===== config.mk =====
export PLATFORM = sky130hd
export DESIGN_NAME = insn_fetch_ctrl
export DESIGN_NICKNAME = d
export VERILOG_FILES = /design/src/rtl/insn_fetch_ctrl.sv
export SDC_FILE = /design/constraint.sdc
export NUM_CORES = 1
export LEC_CHECK = 0
export BUFFER_PORTS_ARGS = -buffer_cell sky130_fd_sc_hd__buf_2
export CORE_ASPECT_RATIO = 0.7
export CORE_MARGIN = 2
export CORE_UTILIZATION = 52
export DETAILED_ROUTE_END_ITERATION = 10
export PLACE_DENSITY = 0.82
export SLEW_MARGIN = 20
export SYNTH_ARGS = -nofsm -noshare
export SYNTH_HDL_FRONTEND = slang
export SYNTH_SLANG_ARGS = --single-unit

===== constraint.sdc =====
create_clock -name clk -period 4.35 [get_ports clk]
set_clock_uncertainty 0.1 [all_clocks]
set_input_delay 0 -clock clk [delete_from_list [all_inputs] [get_ports clk]]
set_output_delay 0 -clock clk [all_outputs]
set_load 0.005 [all_outputs]

===== src/rtl/insn_fetch_ctrl.sv =====
// Fetch sequencer: owns the PC, issues one read per cycle to a 1-cycle-latency memory,
// buffers responses in a small FIFO and presents {pc, insn} to decode via valid/ready.
module insn_fetch_ctrl #(
    parameter int unsigned ADDR_W     = 10,
    parameter int unsigned DATA_W     = 32,
    parameter int unsigned FIFO_DEPTH = 2,
    parameter logic [ADDR_W-1:0] RESET_PC = '0
) (
    input  logic              clk,
    input  logic              rst,
    input  logic              en,
    input  logic              redirect,
    input  logic [ADDR_W-1:0] redirect_pc,
    output logic [ADDR_W-1:0] pc_out,
    input  logic [DATA_W-1:0] insn_in,
    output logic              if_valid,
    input  logic              if_ready,
    output logic [ADDR_W-1:0] if_pc,
    output logic [DATA_W-1:0] if_insn,
    output logic              busy
);
    localparam int unsigned PTR_W = $clog2(FIFO_DEPTH);
    localparam int unsigned CNT_W = PTR_W + 1;
    localparam int unsigned OCC_W = CNT_W + 1;

    typedef enum logic {IDLE, RUN} state_t;

    state_t            state;
    logic              inflight;
    logic [ADDR_W-1:0] inflight_pc;
    logic [CNT_W-1:0]  count;
    logic [PTR_W-1:0]  rd_ptr;
    logic [PTR_W-1:0]  wr_ptr;
    logic [ADDR_W-1:0] buf_pc   [FIFO_DEPTH];
    logic [DATA_W-1:0] buf_insn [FIFO_DEPTH];

    logic              pop_c;
    logic              push_c;
    logic              issue_c;
    logic [PTR_W-1:0]  rd_ptr_c;
    logic [PTR_W-1:0]  wr_ptr_c;
    logic [CNT_W-1:0]  count_c;
    state_t            state_c;
    logic [ADDR_W-1:0] head_pc_c;
    logic [DATA_W-1:0] head_insn_c;

    // Issue only if the buffer can still absorb every outstanding response.
    assign pop_c   = if_valid & if_ready;
    assign push_c  = inflight & ~redirect;
    assign issue_c = (state == RUN) & ~redirect &
                     ((OCC_W'(count) + OCC_W'(inflight)) < (OCC_W'(FIFO_DEPTH) + OCC_W'(pop_c)));

    assign state_c  = en ? RUN : IDLE;
    assign rd_ptr_c = redirect ? '0 : rd_ptr + PTR_W'(pop_c);
    assign wr_ptr_c = redirect ? '0 : wr_ptr + PTR_W'(push_c);
    assign count_c  = redirect ? '0 : count + CNT_W'(push_c) - CNT_W'(pop_c);

    // Next head, bypassing an entry that is being written into the head slot this cycle.
    always_comb begin
        head_pc_c   = buf_pc[rd_ptr_c];
        head_insn_c = buf_insn[rd_ptr_c];
        if (push_c && (wr_ptr == rd_ptr_c)) begin
            head_pc_c   = inflight_pc;
            head_insn_c = insn_in;
        end
    end

    always_ff @(posedge clk) begin
        if (rst) begin
            state       <= IDLE;
            pc_out      <= RESET_PC;
            inflight    <= 1'b0;
            inflight_pc <= '0;
            count       <= '0;
            rd_ptr      <= '0;
            wr_ptr      <= '0;
            if_valid    <= 1'b0;
            if_pc       <= '0;
            if_insn     <= '0;
            busy        <= 1'b0;
            for (int unsigned i = 0; i < FIFO_DEPTH; i++) begin
                buf_pc[i]   <= '0;
                buf_insn[i] <= '0;
            end
        end else begin
            state    <= state_c;
            inflight <= issue_c;
            if (issue_c) begin
                inflight_pc <= pc_out;
                pc_out      <= pc_out + ADDR_W'(1);
            end else if (redirect) begin
                pc_out <= redirect_pc;
            end
            if (push_c) begin
                buf_pc[wr_ptr]   <= inflight_pc;
                buf_insn[wr_ptr] <= insn_in;
            end
            count    <= count_c;
            rd_ptr   <= rd_ptr_c;
            wr_ptr   <= wr_ptr_c;
            if_valid <= (count_c != '0);
            if_pc    <= head_pc_c;
            if_insn  <= head_insn_c;
            busy     <= (state_c == RUN) | issue_c | (count_c != '0);
        end
    end

    // The issue rule must never let a response arrive with nowhere to go.
    always_ff @(posedge clk) begin
        if (!rst) begin
            assert (!(push_c && !pop_c && (count == CNT_W'(FIFO_DEPTH))))
                else $error("fetch buffer overflow");
        end
    end

endmodule


; ---- After elaboration in Yosys (flattened, before gate mapping)
; Memory sizes are Yosys's and may differ from the RTL's. A register that Yosys moved wholly into a read port is not among the register bits.
; Cells that the tools add are included.
[op_classes]
n_addsub = 7
multipliers = 0
div_mod_pow = 0
magnitude_cmp = 1
n_eq_ne = 0
shifts = 0
mux = 16
bitwise = 7
n_reduce_logical = 5
[op_table]
columns = operator, n
row1 = $mux 32, 1
row2 = $reduce_or 32->1, 1
row3 = $mux 10, 3
row4 = $mux 1, 11
row5 = $add 10x1->10 const B, 1
row6 = $reduce_or 10->1, 1
row7 = $and 1x1->1, 4
row8 = $reduce_bool 2->1, 2
row9 = $add 2x1->3, 1
row10 = $add 2x1->3 const A, 1
row11 = $lt 3x3->1, 1
row12 = $add 1x1->1, 2
row13 = $add 2x1->2, 1
row14 = $mux 2, 1
row15 = $or 1x1->1, 2
row16 = $reduce_or 2->1, 1
row17 = $sub 2x1->2, 1
row18 = $not 1->1, 1
[word_totals]
register_bits = 28
latch_bits = 0
ram_bits = 84
mem_bits_ro = 0
input_bits = 47
out_inout_bits = 54
mem_count = 2
[memory_table]
columns = name, words, width, read_ports, rd_clocked_by_memory_dff, write_ports, line_no
row1 = buf_insn, 2, 32, 1, 1, 2, 35  ; logic [DATA_W-1:0] buf_insn [FIFO_DEPTH];
row2 = buf_pc, 2, 10, 1, 1, 2, 34  ; logic [ADDR_W-1:0] buf_pc [FIFO_DEPTH];

; ---- Logic depth before layout (Yosys ltp)
[depth]
ltp_word = 7
depth_mapped = 9
mapped_depth_nobuf = 7

; ---- Worst setup path after synthesis
; No wires, ideal clock.
[synth_path]
path_type = register -> register
start = register wr_ptr
end = memory buf_insn[0][0], enable pin
arrival_ps = 3881
slack_ps = -130
path_stages_with_launch = 5
n_path_buf = 3
period_less_slack_ps = 4480
cell_sequence = dfxtp_1 clkbuf_1 clkbuf_1 clkbuf_1 o21ai_0
[synth_rtl]
columns = element, line_no
row1 = from (decl), 33  ; logic [PTR_W-1:0] wr_ptr;
row2 = from (signal assigned), 100  ; wr_ptr <= wr_ptr_c;
row3 = to (decl), 35

; ---- Worst setup path after layout
[layout_path]
start = register rd_ptr
end = register if_insn[30] (read register of buf_insn)
[layout_via]
elab_chain_len = 2
[layout_rtl]
columns = element, line_no
row1 = from (decl), 32  ; logic [PTR_W-1:0] rd_ptr;
row2 = from (signal assigned), 99  ; rd_ptr <= rd_ptr_c;
row3 = $add 1x1->1, 54  ; assign rd_ptr_c = redirect ? '0 : rd_ptr + PTR_W'(pop_c);
row4 = $mux 1, 54
row5 = to (decl), 19  ; output logic [DATA_W-1:0] if_insn,
; Every way passes these cells.
; A chain may end at the register's enable or synchronous reset.

==> summary.txt <==
Run status
  • Status: completed

Yosys
  • Syn_nets: a little over 700
  • Synthesized area: 7355 µm²
  • Post-synth EDFFs: between 80 and 90
  • Commonest register cell after synthesis: edfxtp_1
  • Netlist cell types: 38
  • Mux cell area share after synthesis: 0.07520
  • Seq/Total Area, Yosys: 0.5335
  • Largest family of logic cells by synthesized area: simple AND/OR/NAND/NOR gates
  • XOR/XNOR Fraction of Synth Area: 0.01667
  • Mapped Avg Cell Area: 10.99 µm²
  • Share of flip-flops with an asynchronous set or reset: 0
  • Post-synthesis compound-gate area fraction: 0.1475
  • #FFs+latches synth: 154
  • Cell count after synthesis: 669
  • Simple-gate area share of the yosys netlist: 0.1684
  • YS warnings: 0
  • Synth Area in Adders: 0.006805

Critical path
  • CP cell instances: nand4bb_2 -> buf_4 -> o21a_4 -> mux2i_4 -> buf_4 -> a21oi_1
  • Crit path DAT: ~3000 ps
  • Crit Path Max Fanout: 43
  • Worst r2r src: rd_ptr
  • RR Endpoint: if_insn[30]
  • Slowest cell on crit path: mux2i_4
  • Top cell by count, worst path: buf_4
  • Crit end category: flip-flop
  • CP Launch Type: flip-flop
  • Flop-to-flop setup slack: 1620 ps
  • Crit path kind: flip-flop to flip-flop
  • Crit path required time: 4540 ps
  • Reg2reg path depth: 6
  • Critical Path Max Stage Delay: 750 ps

STA
  • Fin crit period: 2729 ps
  • Worst Tran Pin Value: about 940 ps
  • Max-slew headroom: 0.3707
  • Max Freq: roughly 0.37 GHz
  • Worst hold slack: 58.11 ps
  • Setup-failing EPs final: 0
  • Final Hold Viols: 0
  • Unrepaired setup endpoints after global routing: no
  • Ratio of final minimum period to clock period: 0.6273
  • Slew Viols, Final: 0
  • Setup tns final: 0 ps

Die
  • Num ports: 101
  • Die height: 103.5 µm
  • Initial Utilization: 0.5301
  • Core area: about 14,000 µm²
  • Standard-cell rows: 36
  • Die area: 15,130 µm²
  • Die span in x: approximately 150 µm

Power and ir drop
  • Leak pwr: 3.650 nW
  • P per Cell Area: 362.0 nW/µm²
  • Overall power: between 0.003 and 0.004 W
  • Worst VDD drop: 0.2765 mV

Worst hold path
  • Worst Min Path Start: if_ready
  • Hold depth: 4
  • HP Class: primary input to flip-flop
  • WHS Endpoint: count[1]

Global route
  • Vias in the first global route: 5,508
  • GR Overflow Total: 0
  • First-pass GRT wire length: 28.17 mm
  • Initial antenna violation count: 1
  • Largest net degree at the start of global routing: 129
  • Gr usage total: 0.2309

Clocking
  • H-tree depth: 4
  • Clk root buf: clkbuf_16
  • CTS tree: done
  • Clock Path Buffers: 2
  • Clock sink count: 154
  • Clk pin slew, worst setup/hold paths: 60 ps
  • Clk_lat worst skew: around 420 ps
  • Num CTS Buffers: 17

Drt
  • Vias after detailed routing: 5,737
  • WL met2: 8.340 mm
  • First-pass DRT Iterations: 5
  • Starting DRT DRC Count: 505
  • Routed wire length: 17.47 mm
  • Wire length per cell: 17.96 µm
  • # DRC: 0
  • Highest routed layer: met4
  • WL met1: 7.836 mm
  • Via density: 5.896
  • Post-route ant nets: 0
  • DR WL met3: 1.105 mm

Cells and area
  • # nets final: between 800 and 900
  • Layout cells sized above 1: 0.1931
  • Fin area: approximately 8900 µm²
  • Area growth syn-to-layout: 20.53%

Placement
  • GPL Wtd Cong: 0.8282
  • PortBufs: 100
  • Hpwl dp: 9.325 mm
  • Placed cell area: 7848 µm²

Flow run
  • MaxCap Viol Count: 0
-- cells in the final DEF, fill, tap and decap left out, types with 17 or more instances in the layout --
| cell type | netlist | layout |
|---|---|---|
| a21oi_1 | 45 | 45 |
| and2_1 | 45 | 44 |
| and3_1 | 44 | 44 |
| buf_2 | 8 | 100 |
| clkbuf_16 | 0 | 17 |
| dfxtp_1 | 70 | 69 |
| dlygate4sd3_1 | 0 | 46 |
| edfxtp_1 | 84 | 84 |
| mux2i_1 | 53 | 53 |
| nand3b_1 | 43 | 43 |
| nor2_1 | 63 | 63 |
| o2111ai_1 | 42 | 42 |
| o211ai_1 | 42 | 42 |
-- sequential cells by signal, summed over array words and instances, names as in the netlist --
signal and count:
buf_insn 64, if_insn 32, buf_pc 20, if_pc 10, inflight_pc 10, pc_out 10
count 2, busy 1, if_valid 1, inflight 1, rd_ptr 1, state 1
wr_ptr 1
-- synthesized netlist by cell type (13+ instances only) --
cell type,instances,area [µm²]
edfxtp_1,84,2522
dfxtp_1,70,1401
nor2_1,63,236.5
mux2i_1,53,530.5
clkbuf_1,51,191.4
a21oi_1,45,225.2
and2_1,45,281.5
and3_1,44,275.3
nand3b_1,43,322.8
o2111ai_1,42,367.9
o211ai_1,42,315.3
a211oi_1,13,97.59
xnor2_1,13,113.9
-- kinds of logic (layout without fill, tap and decap cells) --
family | Yosys count | in the layout
flip-flops | 154 | 154
other | 0 | 1
AND/OR/NAND/NOR | 213 | 213
XOR/XNOR | 14 | 14
adder cells (fa/ha/maj) | 4 | 4
multiplexers | 54 | 54
buffers and inverters | 79 | 192
AO/OA/AOI/OAI | 151 | 151
-- per-stage QoR --
step	cells	setup WS (ps)	util
2_1_floorplan	669	1007	-
3_3_place_gp	894	1650	0.5655
3_5_place_dp	894	1603	0.5657
4_1_cts	972	1589	0.6374
5_1_grt	973	1477	0.6390
6_report	973	1621	0.6390
-- how the worst max path moves through the flow --
stage	start	to	slack, ps
floorplan	wr_ptr	buf_insn[0][0]	1010
CTS	rd_ptr	if_insn[9]	1590
global route	rd_ptr	if_insn[30]	1480
global placement	rd_ptr	if_insn[22]	1650
detailed placement	rd_ptr	if_insn[27]	1600
finish	rd_ptr	if_insn[30]	1620
-- report_power, final --
group / switching (W) / internal (W)
Sequential: 0.0000311 / 0.00159
Clock: 0.000583 / 0.000780
Combinational: 0.000119 / 0.000108
Total: 0.000733 / 0.00248
-- area by class of cell --
class                           instances  area, µm²
Inverter                                5      18.77
Multi-Input combinational cell        436       3103
Fill cell                            1112       5009
Clock inverter                         13      102.6
Antenna cell                            1      2.502
Tap cell                              190      237.7
Sequential cell                       154       3928
Clock buffer                           19      432.9
Timing Repair Buffer                  155       1040
-- critical path: cells and delay by family, from the launching register on --
kind                   cells  cell delay (ps)
AND/OR/NAND/NOR            1              170
flip-flops                 1              370
AO/OA/AOI/OAI              2              370
buffers and inverters      2              840
multiplexers               1              750
-- layer usage --
metal	GRT usage	vias to the layer above
met3	0.05771	19
met5	0	-
met2	0.3710	221
met4	0.05964	0
met1	0.3151	2777
li1	-	2720
-- timing repair --
action / in CTS / in global routing
setup buffers: 0 / 0
hold buffers: 46 / 0
hold endpoints to repair: 120 / 0
setup endpoints to repair: 0 / 0
gates resized for setup: 0 / 0
Power figures use the tool's default switching activity.
